**src/rtl/eth_unpacker.sv**
```systemverilog
// eth_unpacker: RMII receive path. Locks on preamble/SFD, filters on
// destination address, strips the header, forwards payload dibits with the
// trailing FCS held back, and reports a per-frame CRC verdict.
module eth_unpacker #(
    parameter logic [47:0] MY_ADDR        = 48'h69695A065491,
    parameter bit          ACCEPT_BCAST   = 1'b1,
    parameter int unsigned PRE_MIN_DIBITS = 8,
    parameter int unsigned MAX_DIBITS     = 6144,
    parameter logic [31:0] CRC_RESIDUE    = 32'hC704DD7B
) (
    input  logic       clk,
    input  logic       rst,
    input  logic       phy_crsdv,
    input  logic [1:0] phy_rxd,
    output logic       axiov,
    output logic [1:0] axiod,
    output logic       kill,
    output logic       done,
    output logic       crc_ok
);

    localparam int unsigned PRE_W = $clog2(PRE_MIN_DIBITS + 1);
    localparam int unsigned CNT_W = $clog2(MAX_DIBITS + 1);
    localparam int unsigned DCNT_W = 5;
    localparam logic [31:0] CRC_POLY = 32'h04C11DB7;

    localparam logic [2:0] S_RESYNC = 3'd0;
    localparam logic [2:0] S_IDLE   = 3'd1;
    localparam logic [2:0] S_PRE    = 3'd2;
    localparam logic [2:0] S_DEST   = 3'd3;
    localparam logic [2:0] S_SRC    = 3'd4;
    localparam logic [2:0] S_LEN    = 3'd5;
    localparam logic [2:0] S_DATA   = 3'd6;
    localparam logic [2:0] S_DROP   = 3'd7;

    // CRC32 update for one dibit; bit 0 is the first bit on the wire
    function automatic logic [31:0] crc_dibit(input logic [31:0] c, input logic [1:0] d);
        logic [31:0] r;
        r = c;
        for (int i = 0; i < 2; i++) begin
            if (r[31] ^ d[i]) r = {r[30:0], 1'b0} ^ CRC_POLY;
            else              r = {r[30:0], 1'b0};
        end
        return r;
    endfunction

    logic [2:0]        r_state, w_state;
    logic [PRE_W-1:0]  r_pre, w_pre;
    logic [CNT_W-1:0]  r_cnt, w_cnt, w_cnt_inc;
    logic              r_match, w_match, r_bcast, w_bcast;
    logic [47:0]       r_addr, w_addr;
    logic [31:0]       r_crc, w_crc, w_crc_in;
    logic [31:0]       r_sr, w_sr;
    logic [DCNT_W-1:0] r_dcnt, w_dcnt;
    logic              w_axiov, w_kill, w_done, w_crc_ok;
    logic [1:0]        w_axiod;
    logic              w_dest_hit, w_dest_bc;

    // Next-state and next-output logic
    always_comb begin
        w_state    = r_state;
        w_pre      = r_pre;
        w_cnt      = r_cnt;
        w_match    = r_match;
        w_bcast    = r_bcast;
        w_addr     = r_addr;
        w_crc      = r_crc;
        w_sr       = r_sr;
        w_dcnt     = r_dcnt;
        w_axiov    = 1'b0;
        w_axiod    = 2'b00;
        w_kill     = 1'b0;
        w_done     = 1'b0;
        w_crc_ok   = 1'b0;
        w_crc_in   = crc_dibit(r_crc, phy_rxd);
        w_cnt_inc  = r_cnt + CNT_W'(1);
        w_dest_hit = r_match && (phy_rxd == r_addr[47:46]);
        w_dest_bc  = r_bcast && (phy_rxd == 2'b11);

        case (r_state)
            S_RESYNC: begin
                if (!phy_crsdv) w_state = S_IDLE;
            end
            S_IDLE: begin
                if (phy_crsdv) begin
                    if (phy_rxd == 2'b01) begin
                        w_state = S_PRE;
                        w_pre   = PRE_W'(1);
                    end else begin
                        w_state = S_DROP;
                    end
                end
            end
            S_PRE: begin
                if (!phy_crsdv) begin
                    w_state = S_IDLE;
                end else if (phy_rxd == 2'b01) begin
                    if (r_pre != '1) w_pre = r_pre + PRE_W'(1);
                end else if (phy_rxd == 2'b11 && r_pre >= PRE_W'(PRE_MIN_DIBITS)) begin
                    w_state = S_DEST;
                    w_crc   = '1;
                    w_cnt   = '0;
                    w_match = 1'b1;
                    w_bcast = 1'b1;
                    w_addr  = MY_ADDR;
                    w_sr    = '0;
                    w_dcnt  = '0;
                end else begin
                    w_state = S_DROP;
                end
            end
            S_DEST, S_SRC, S_LEN, S_DATA: begin
                if (!phy_crsdv) begin
                    // carrier loss ends the frame; only a Data-phase end is reported
                    w_state = S_IDLE;
                    w_sr    = '0;
                    w_dcnt  = '0;
                    if (r_state == S_DATA) begin
                        w_done   = 1'b1;
                        w_crc_ok = (r_crc == CRC_RESIDUE);
                    end
                end else begin
                    w_crc = w_crc_in;
                    w_cnt = w_cnt_inc;
                    if (w_cnt_inc == CNT_W'(MAX_DIBITS)) begin
                        w_kill  = 1'b1;
                        w_state = S_DROP;
                    end else begin
                        case (r_state)
                            S_DEST: begin
                                w_match = w_dest_hit;
                                w_bcast = w_dest_bc;
                                w_addr  = {r_addr[45:0], 2'b00};
                                if (r_cnt == CNT_W'(23)) begin
                                    if (!(w_dest_hit || (ACCEPT_BCAST && w_dest_bc))) begin
                                        w_kill  = 1'b1;
                                        w_state = S_DROP;
                                    end else begin
                                        w_state = S_SRC;
                                    end
                                end
                            end
                            S_SRC: begin
                                if (r_cnt == CNT_W'(47)) w_state = S_LEN;
                            end
                            S_LEN: begin
                                if (r_cnt == CNT_W'(55)) w_state = S_DATA;
                            end
                            default: begin
                                // 16-dibit delay line keeps the FCS from being forwarded
                                w_sr = {r_sr[29:0], phy_rxd};
                                if (r_dcnt == DCNT_W'(16)) begin
                                    w_axiov = 1'b1;
                                    w_axiod = r_sr[31:30];
                                end else begin
                                    w_dcnt = r_dcnt + DCNT_W'(1);
                                end
                            end
                        endcase
                    end
                end
            end
            S_DROP: begin
                if (!phy_crsdv) w_state = S_IDLE;
            end
            default: begin
                w_state = S_RESYNC;
            end
        endcase
    end

    // State, datapath and output registers
    always_ff @(posedge clk) begin
        if (rst) begin
            r_state <= S_RESYNC;
            r_pre   <= '0;
            r_cnt   <= '0;
            r_match <= 1'b0;
            r_bcast <= 1'b0;
            r_addr  <= '0;
            r_crc   <= '0;
            r_sr    <= '0;
            r_dcnt  <= '0;
            axiov   <= 1'b0;
            axiod   <= 2'b00;
            kill    <= 1'b0;
            done    <= 1'b0;
            crc_ok  <= 1'b0;
        end else begin
            r_state <= w_state;
            r_pre   <= w_pre;
            r_cnt   <= w_cnt;
            r_match <= w_match;
            r_bcast <= w_bcast;
            r_addr  <= w_addr;
            r_crc   <= w_crc;
            r_sr    <= w_sr;
            r_dcnt  <= w_dcnt;
            axiov   <= w_axiov;
            axiod   <= w_axiod;
            kill    <= w_kill;
            done    <= w_done;
            crc_ok  <= w_crc_ok;
        end
    end

endmodule

```
**config.mk**
```make
export PLATFORM = sky130hd
export DESIGN_NAME = eth_unpacker
export DESIGN_NICKNAME = d
export VERILOG_FILES = /design/src/rtl/eth_unpacker.sv
export SDC_FILE = /design/constraint.sdc
export NUM_CORES = 1
export LEC_CHECK = 0
export ABC_AREA = 1
export BUFFER_PORTS_ARGS = -buffer_cell sky130_fd_sc_hd__buf_2
export CAP_MARGIN = 20
export CORE_UTILIZATION = 63
export CTS_BUF_LIST = sky130_fd_sc_hd__clkbuf_4 sky130_fd_sc_hd__clkbuf_8 sky130_fd_sc_hd__clkbuf_16
export DETAILED_ROUTE_END_ITERATION = 8
export GPL_TIMING_DRIVEN = 1
export PLACE_DENSITY_LB_ADDON = 0.25
export SYNTH_ARGS = -nofsm -noshare
export SYNTH_HDL_FRONTEND = slang
export SYNTH_SLANG_ARGS = --single-unit
```
**constraint.sdc**
```tcl
create_clock -name clk -period 2.66 [get_ports clk]
set_clock_uncertainty 0.2 [all_clocks]
set_input_delay 0.133 -clock clk [delete_from_list [all_inputs] [get_ports clk]]
set_output_delay 0.133 -clock clk [all_outputs]
set_load 0.005 [all_outputs]
```
==> results of run 1 <==
stage by stage:
step | util | area [um2] | hold slack, ps | worst slack [ps]
after global routing | 0.738 | 7580 | 265 | 3.46
after detailed placement | 0.662 | 6810 | 225 | 55.6
final | 0.738 | 7580 | 243 | 116
after global placement | 0.662 | 6810 | 225 | 145
after floorplan | - | 6670 | 182 | 354
after CTS | 0.728 | 7480 | 235 | 47.8
layer usage:
layer / up-vias / part of all wire / GRT usage
met4: 0 / 0.012 / 0.0905
met5: - / 0 / 0
met1: 2925 / 0.41 / 0.369
met2: 247 / 0.51 / 0.507
met3: 21 / 0.070 / 0.0667
li1: 3084 / - / -
final timing paths:
kind | startpoint | to
setup reg to reg | r_cnt[0] | r_addr[38]
hold reg to reg | r_sr[31] | axiod[1]
hold / removal | r_sr[31] | axiod[1]
setup / recovery | r_cnt[0] | r_addr[38]
flip-flops by register name, summed over array words and instances (netlist names):
name / flops
axiod: 2
axiov: 1
crc_ok: 1
done: 1
kill: 1
r_addr: 43
r_bcast: 1
r_cnt: 13
r_crc: 32
r_dcnt: 5
r_match: 1
r_pre: 4
r_sr: 32
r_state: 3
timing repair:
item	CTS	global route
hold endpoints to repair	46	0
resized for setup	0	15
pin swaps	0	3
gates cloned	0	2
endpoints found under the setup margin	3	85
setup buffers	2	2
hold buffers	4	0
final cells by class:
cell class	count	area [um2]
flip-flops and latches	140	2810
inverters	108	413
repair buffers	42	379
fillers	788	2690
clock buffers	18	422
clock inverters	14	194
multi-input cells	632	3190
well taps	136	170
power by group:
group / internal [mW] / total (mW) / switching, mW
sequential: 2.76 / 3.15 / 0.382
clock: 1.54 / 2.45 / 0.917
combinational: 1.22 / 3.33 / 2.11
tightest hold or removal path, cell delays in order, from the launching register on:
cell     delay (ps)
dfxtp_1         310
inv_1            50
nor2_1           40
placed cells by master, fill, tap and decap left out, types with 3 or more instances in the layout:
cell type / n
o2111ai_1: 4
nand3_1: 22
or2_2: 4
bufinv_16: 4
o21ai_0: 27
nor2_1: 73
nand4_1: 72
dfxtp_2: 5
nor3_1: 8
buf_4: 23
clkbuf_16: 18
buf_2: 9
xor2_1: 12
dfxtp_1: 134
o21ai_1: 6
a21oi_1: 66
a221oi_1: 20
nand3_4: 3
dlygate4sd3_1: 4
ha_1: 4
nor4_1: 3
nand2_2: 5
buf_12: 3
inv_2: 7
clkinv_4: 3
nand2_1: 270
nor2_4: 6
xnor2_1: 4
inv_4: 3
inv_1: 97
clkinv_2: 3
a31oi_1: 7
cell families (layout without fill, tap and decap cells):
group	count (synthesis)	after routing	share of synthesized area
DFF	140	140	0.420
xor gates and xnor gates	17	17	0.0251
AOI/OAI and AO/OA	135	135	0.120
buffers and inverters	163	182	0.104
adders and majority gates	5	5	0.00938
and+or+nand+nor	475	475	0.321
==> results.cfg, run 1 <==
[detailed_routing]
vias = 6277
wl_per_cell_um = 14.7
first_iter_violations = 568
firstDrtPassIters = 5
vias_per_cell = 5.76
drc = 0
detail-route-antenna-nets = 0
wl_mm = 16.0

[hold_path]
whs_path_depth = 2
hold_class = reg -> reg

[synthesis]
syn_inst = 935
synth_async_sr_flop_share = 0
synthFlopType = dfxtp_1
ys_seq_area_frac = 0.420
synth_edf_count = 0
synthTopCellsByArea = dfxtp_1 42%, nand2_1 15%, nand4_1 6.8%
yosys_warnings = 0
syn_area_mm2 = 0.00667
synth_nets = 945
yosysMostFrequentCell = nand2_1
synth_top_cell_by_area = dfxtp_1
ys_seq_elements = 140
avgSynthCellArea_um2 = 7.13
synthDistinctLibCells = 43
synth_common_cells = 271 x nand2_1, 140 x dfxtp_1, 98 x inv_1
yosys.area.top_type_share = 0.420

[worst_setup_path]
endpoint_kind = flop
crit_required_ps = 2840
crit_buf_inv = 3
worstSetupStartpointType = flop
path_max_fanout = 18
ff2ff_path_depth = 16
worstPathCellList = ha_4, nand2_2, nor2_4, buf_4, buf_4, nand4_1, nand2_1, nor2_2, nand3_1, nor2_4, nand2_2, nand3_4, buf_12, nand2_1, o21ai_0, nor2_1
cp.depth = 16
rrSetupSlack_ps = 120
worstPathArrival_ps = 2720
crit_family = simple AND/OR/NAND/NOR gates
worstSetupPathType = reg -> reg
slowest_delay_ps = 370
crit_slowest_cell = dfxtp_4

[run_status]
status = finished, final reports clean

[sta]
setup_viol = 0
drv_slew = 0
worst_pin_slew_ps = 846
finalSetupTns_ps = 0
rsz0062_at_grt = false
relSlewSlack = 0.436
max_clock_freq_ghz = 0.393
finalHoldViolCount = 0
finalCriticalPeriod_ps = 2540
fin_crit_sh = 0.956

[clock_network]
h-tree-depth = 4
clock_path_buffers = 2
cts.sinks = 140
cts_tree = built
cts-buffers-inserted = 17
cts_root_buf = clkbuf_8
clk_latency_ps = 520
clk_pin_slew_ps = 60

[global_routing]
grt.overflow.total = 0
grt_pass1_vias = 5777
track_usage = 0.295
antenna_found_initial = 0
grt_max_degree = 81
grt_pass1_wl_mm = 26.5

[floorplan]
core_area_mm2 = 0.0103
dieArea_mm2 = 0.0110
initial_core_util = 0.649
io-pin-count = 11
num_rows = 37
chipHeight_um = 105
die_w_um = 105

[run]
cap_violations = 0

[power]
ir_drop_uv = 842
power.density_mw_per_mm2 = 1180
p_leak_nw = 3.06
p_total_mw = 8.93

[placement]
portBuffers = 10
hpwl_mm = 9.60
place_congestion = 0.949
place_inst = 1048

[final_layout]
syn2layout_area_growth_pct = 13.8
num_antenna_cells = 0
fin_cells = 1090
layout-drive-gt1-share = 0.116
finalNetCount = 951
Power figures use the tool's default switching activity.
==> inputs of run 2 (changes only) <==
- ABC_AREA: 1 -> not set
- CORE_UTILIZATION: 63 -> 62
- MAX_ROUTING_LAYER: not set -> met4
==> results.cfg, run 2 <==
[detailed_routing]
detail-route-antenna-nets = 0
vias_per_cell = 6.21
drc = 0
vias = 5568
firstDrtPassIters = 5
wl_mm = 15.4
wl_per_cell_um = 17.2
first_iter_violations = 334

[run]
cap_violations = 0

[worst_setup_path]
worstSetupPathType = reg -> reg
crit_required_ps = 2870
crit_slowest_cell = dfxtp_2
slowest_delay_ps = 360
worstPathCellList = ha_4, nand3_2, buf_4, o31a_1, o22ai_1, or3_4, buf_6, o211ai_4, buf_4, buf_16, nor3_1, nor3_2
endpoint_kind = flop
path_max_fanout = 10
cpMostUsedCell = buf_4
crit_buf_inv = 4
crit_family = simple AND/OR/NAND/NOR gates
worstSetupStartpointType = flop
worstPathArrival_ps = 2930

[synthesis]
yosys.area.top_type_share = 0.457
synth_common_cells = 140 x dfxtp_1, 123 x nor2_1, 50 x a21oi_1, 50 x nand2_1
synthFlopType = dfxtp_1
avgSynthCellArea_um2 = 8.43
ys_seq_area_frac = 0.457
synth_top_cell_by_area = dfxtp_1
yosys_warnings = 0
synthTopCellsByArea = dfxtp_1 46%, nor2_1 7.5%, a21oi_1 4.1%
synthDistinctLibCells = 68
syn_inst = 727
syn_area_mm2 = 0.00613
synth_edf_count = 0
synth_nets = 737
ys_seq_elements = 140
yosysMostFrequentCell = dfxtp_1
synth_async_sr_flop_share = 0

[final_layout]
num_antenna_cells = 0
n_fill_cell = 596
fin_cells = 896
largest_register_ffs = 43
layout-drive-gt1-share = 0.203
final_cell_mix = 132 x dfxtp_1, 122 x nor2_1, 49 x nand2_1
finalNetCount = 764
top_register = r_addr
syn2layout_area_growth_pct = 21.6
layout_commonest_cell = dfxtp_1
top_regs = r_addr (43), r_crc (32), r_sr (32)
utilization = 0.791

[floorplan]
dieArea_mm2 = 0.0103
num_rows = 35
initial_core_util = 0.651
io-pin-count = 11
die_w_um = 101
chipHeight_um = 101
core_area_mm2 = 0.00942

[clock_network]
cts-buffers-inserted = 17
h-tree-depth = 4
cts.sinks = 140
clock_path_buffers = 2
cts_root_buf = clkbuf_8
cts_tree = built
clk_pin_slew_ps = 70
clk_latency_ps = 530

[placement]
hpwl_mm = 8.35
place_congestion = 0.926
preCtsSetupSlack_ps = -180
place_inst = 848
portBuffers = 10

[power]
p_int_mw = 4.32
p_total_mw = 6.30
pwr-share-clk = 0.384
p_comb_frac = 0.221
seq_power_share = 0.395
power.density_mw_per_mm2 = 845
swShare = 0.313
ir_drop_uv = 630
p_leak_nw = 2.73
switching_power_mw = 1.97

[global_routing]
grt.overflow.total = 0
grt_pass1_vias = 5074
grt_max_degree = 78
antenna_found_initial = 0
grt_pass1_wl_mm = 24.2
track_usage = 0.311

[sta]
setup_viol = 12
layout_setup_ws_ps = -63.0
fin_crit_sh = 1.02
drv_slew = 0
worst_pin_slew_ps = 677
relSlewSlack = 0.549
max_clock_freq_ghz = 0.367
finalHoldViolCount = 0
finalCriticalPeriod_ps = 2720
rsz0062_at_grt = true

[run_status]
status = finished, violations left
violations = setup timing

[hold_path]
hold_class = reg -> reg
[run 2: timing repair]
item / 4_1_cts / 5_1_grt
endpoints found under the setup margin: 74 / 80
resized for setup: 19 / 37
cloned: 2 / 1
pin swaps: 5 / 21
hold buffers: 4 / 0
setup buffers: 5 / 5
hold endpoints to repair: 54 / 0
[run 2: path summary, 6_finish.rpt]
path	from	end	slack, ps	depth (start not counted)
max reg2reg	r_cnt[0]	r_addr[4]	-60	12
min	r_addr[42]	r_addr[42]	250	2
min reg2reg	r_addr[42]	r_addr[42]	250	2
max	r_cnt[0]	r_addr[4]	-60	12
[run 2: kinds of logic after synthesis]
| kind of cell | count (synthesis) | share of synthesized area |
|---|---|---|
| adders and majority gates | 5 | 0.0102 |
| xor gates and xnor gates | 28 | 0.0412 |
| muxes | 2 | 0.00347 |
| AOI/OAI and AO/OA | 172 | 0.186 |
| buffers and inverters | 69 | 0.0541 |
| DFF | 140 | 0.457 |
| and+or+nand+nor | 311 | 0.247 |
[run 2: cell type report]
type	instances	area, um2	area share
Multi-Input combinational cell	518	3190	0.428
Sequential cell	140	2820	0.378
Timing Repair Buffer	67	638	0.0856
Clock buffer	18	428	0.0574
Clock inverter	14	181	0.0243
Tap cell	129	161	0.0217
Inverter	10	37.5	0.00504
[run 2: worst register-to-register path, stage by stage (launching register included)]
cell	delay, ps
dfxtp_2	360
ha_4	170
nand3_2	130
buf_4	170
o31a_1	260
o22ai_1	200
or3_4	210
buf_6	130
o211ai_4	110
buf_4	180
buf_16	130
nor3_1	270
nor3_2	70
[run 2: power by group through the flow]
stage / sequential (mW) / clock, mW / combinational (mW)
after floorplan: 2.46 / 0 / 0.984
after global placement: 2.50 / 0 / 1.19
after detailed placement: 2.51 / 0 / 1.22
after CTS: 2.47 / 2.44 / 1.32
after global routing: 2.50 / 2.53 / 1.52
final: 2.49 / 2.42 / 1.39
[run 2: through the flow]
step | hold slack, ps | area, um2 | setup TNS, ps
floorplan | 130 | 6150 | 0
global placement | 238 | 6440 | -551
detailed placement | 244 | 6440 | -5950
CTS | 253 | 7260 | 0
global route | 271 | 7450 | -3700
finish | 251 | 7450 | -307
[run 2: layer usage]
layer,part of all wire,track usage
met5,0,-
met4,0.027,0.153
met3,0.051,0.0656
met2,0.51,0.497
met1,0.41,0.372
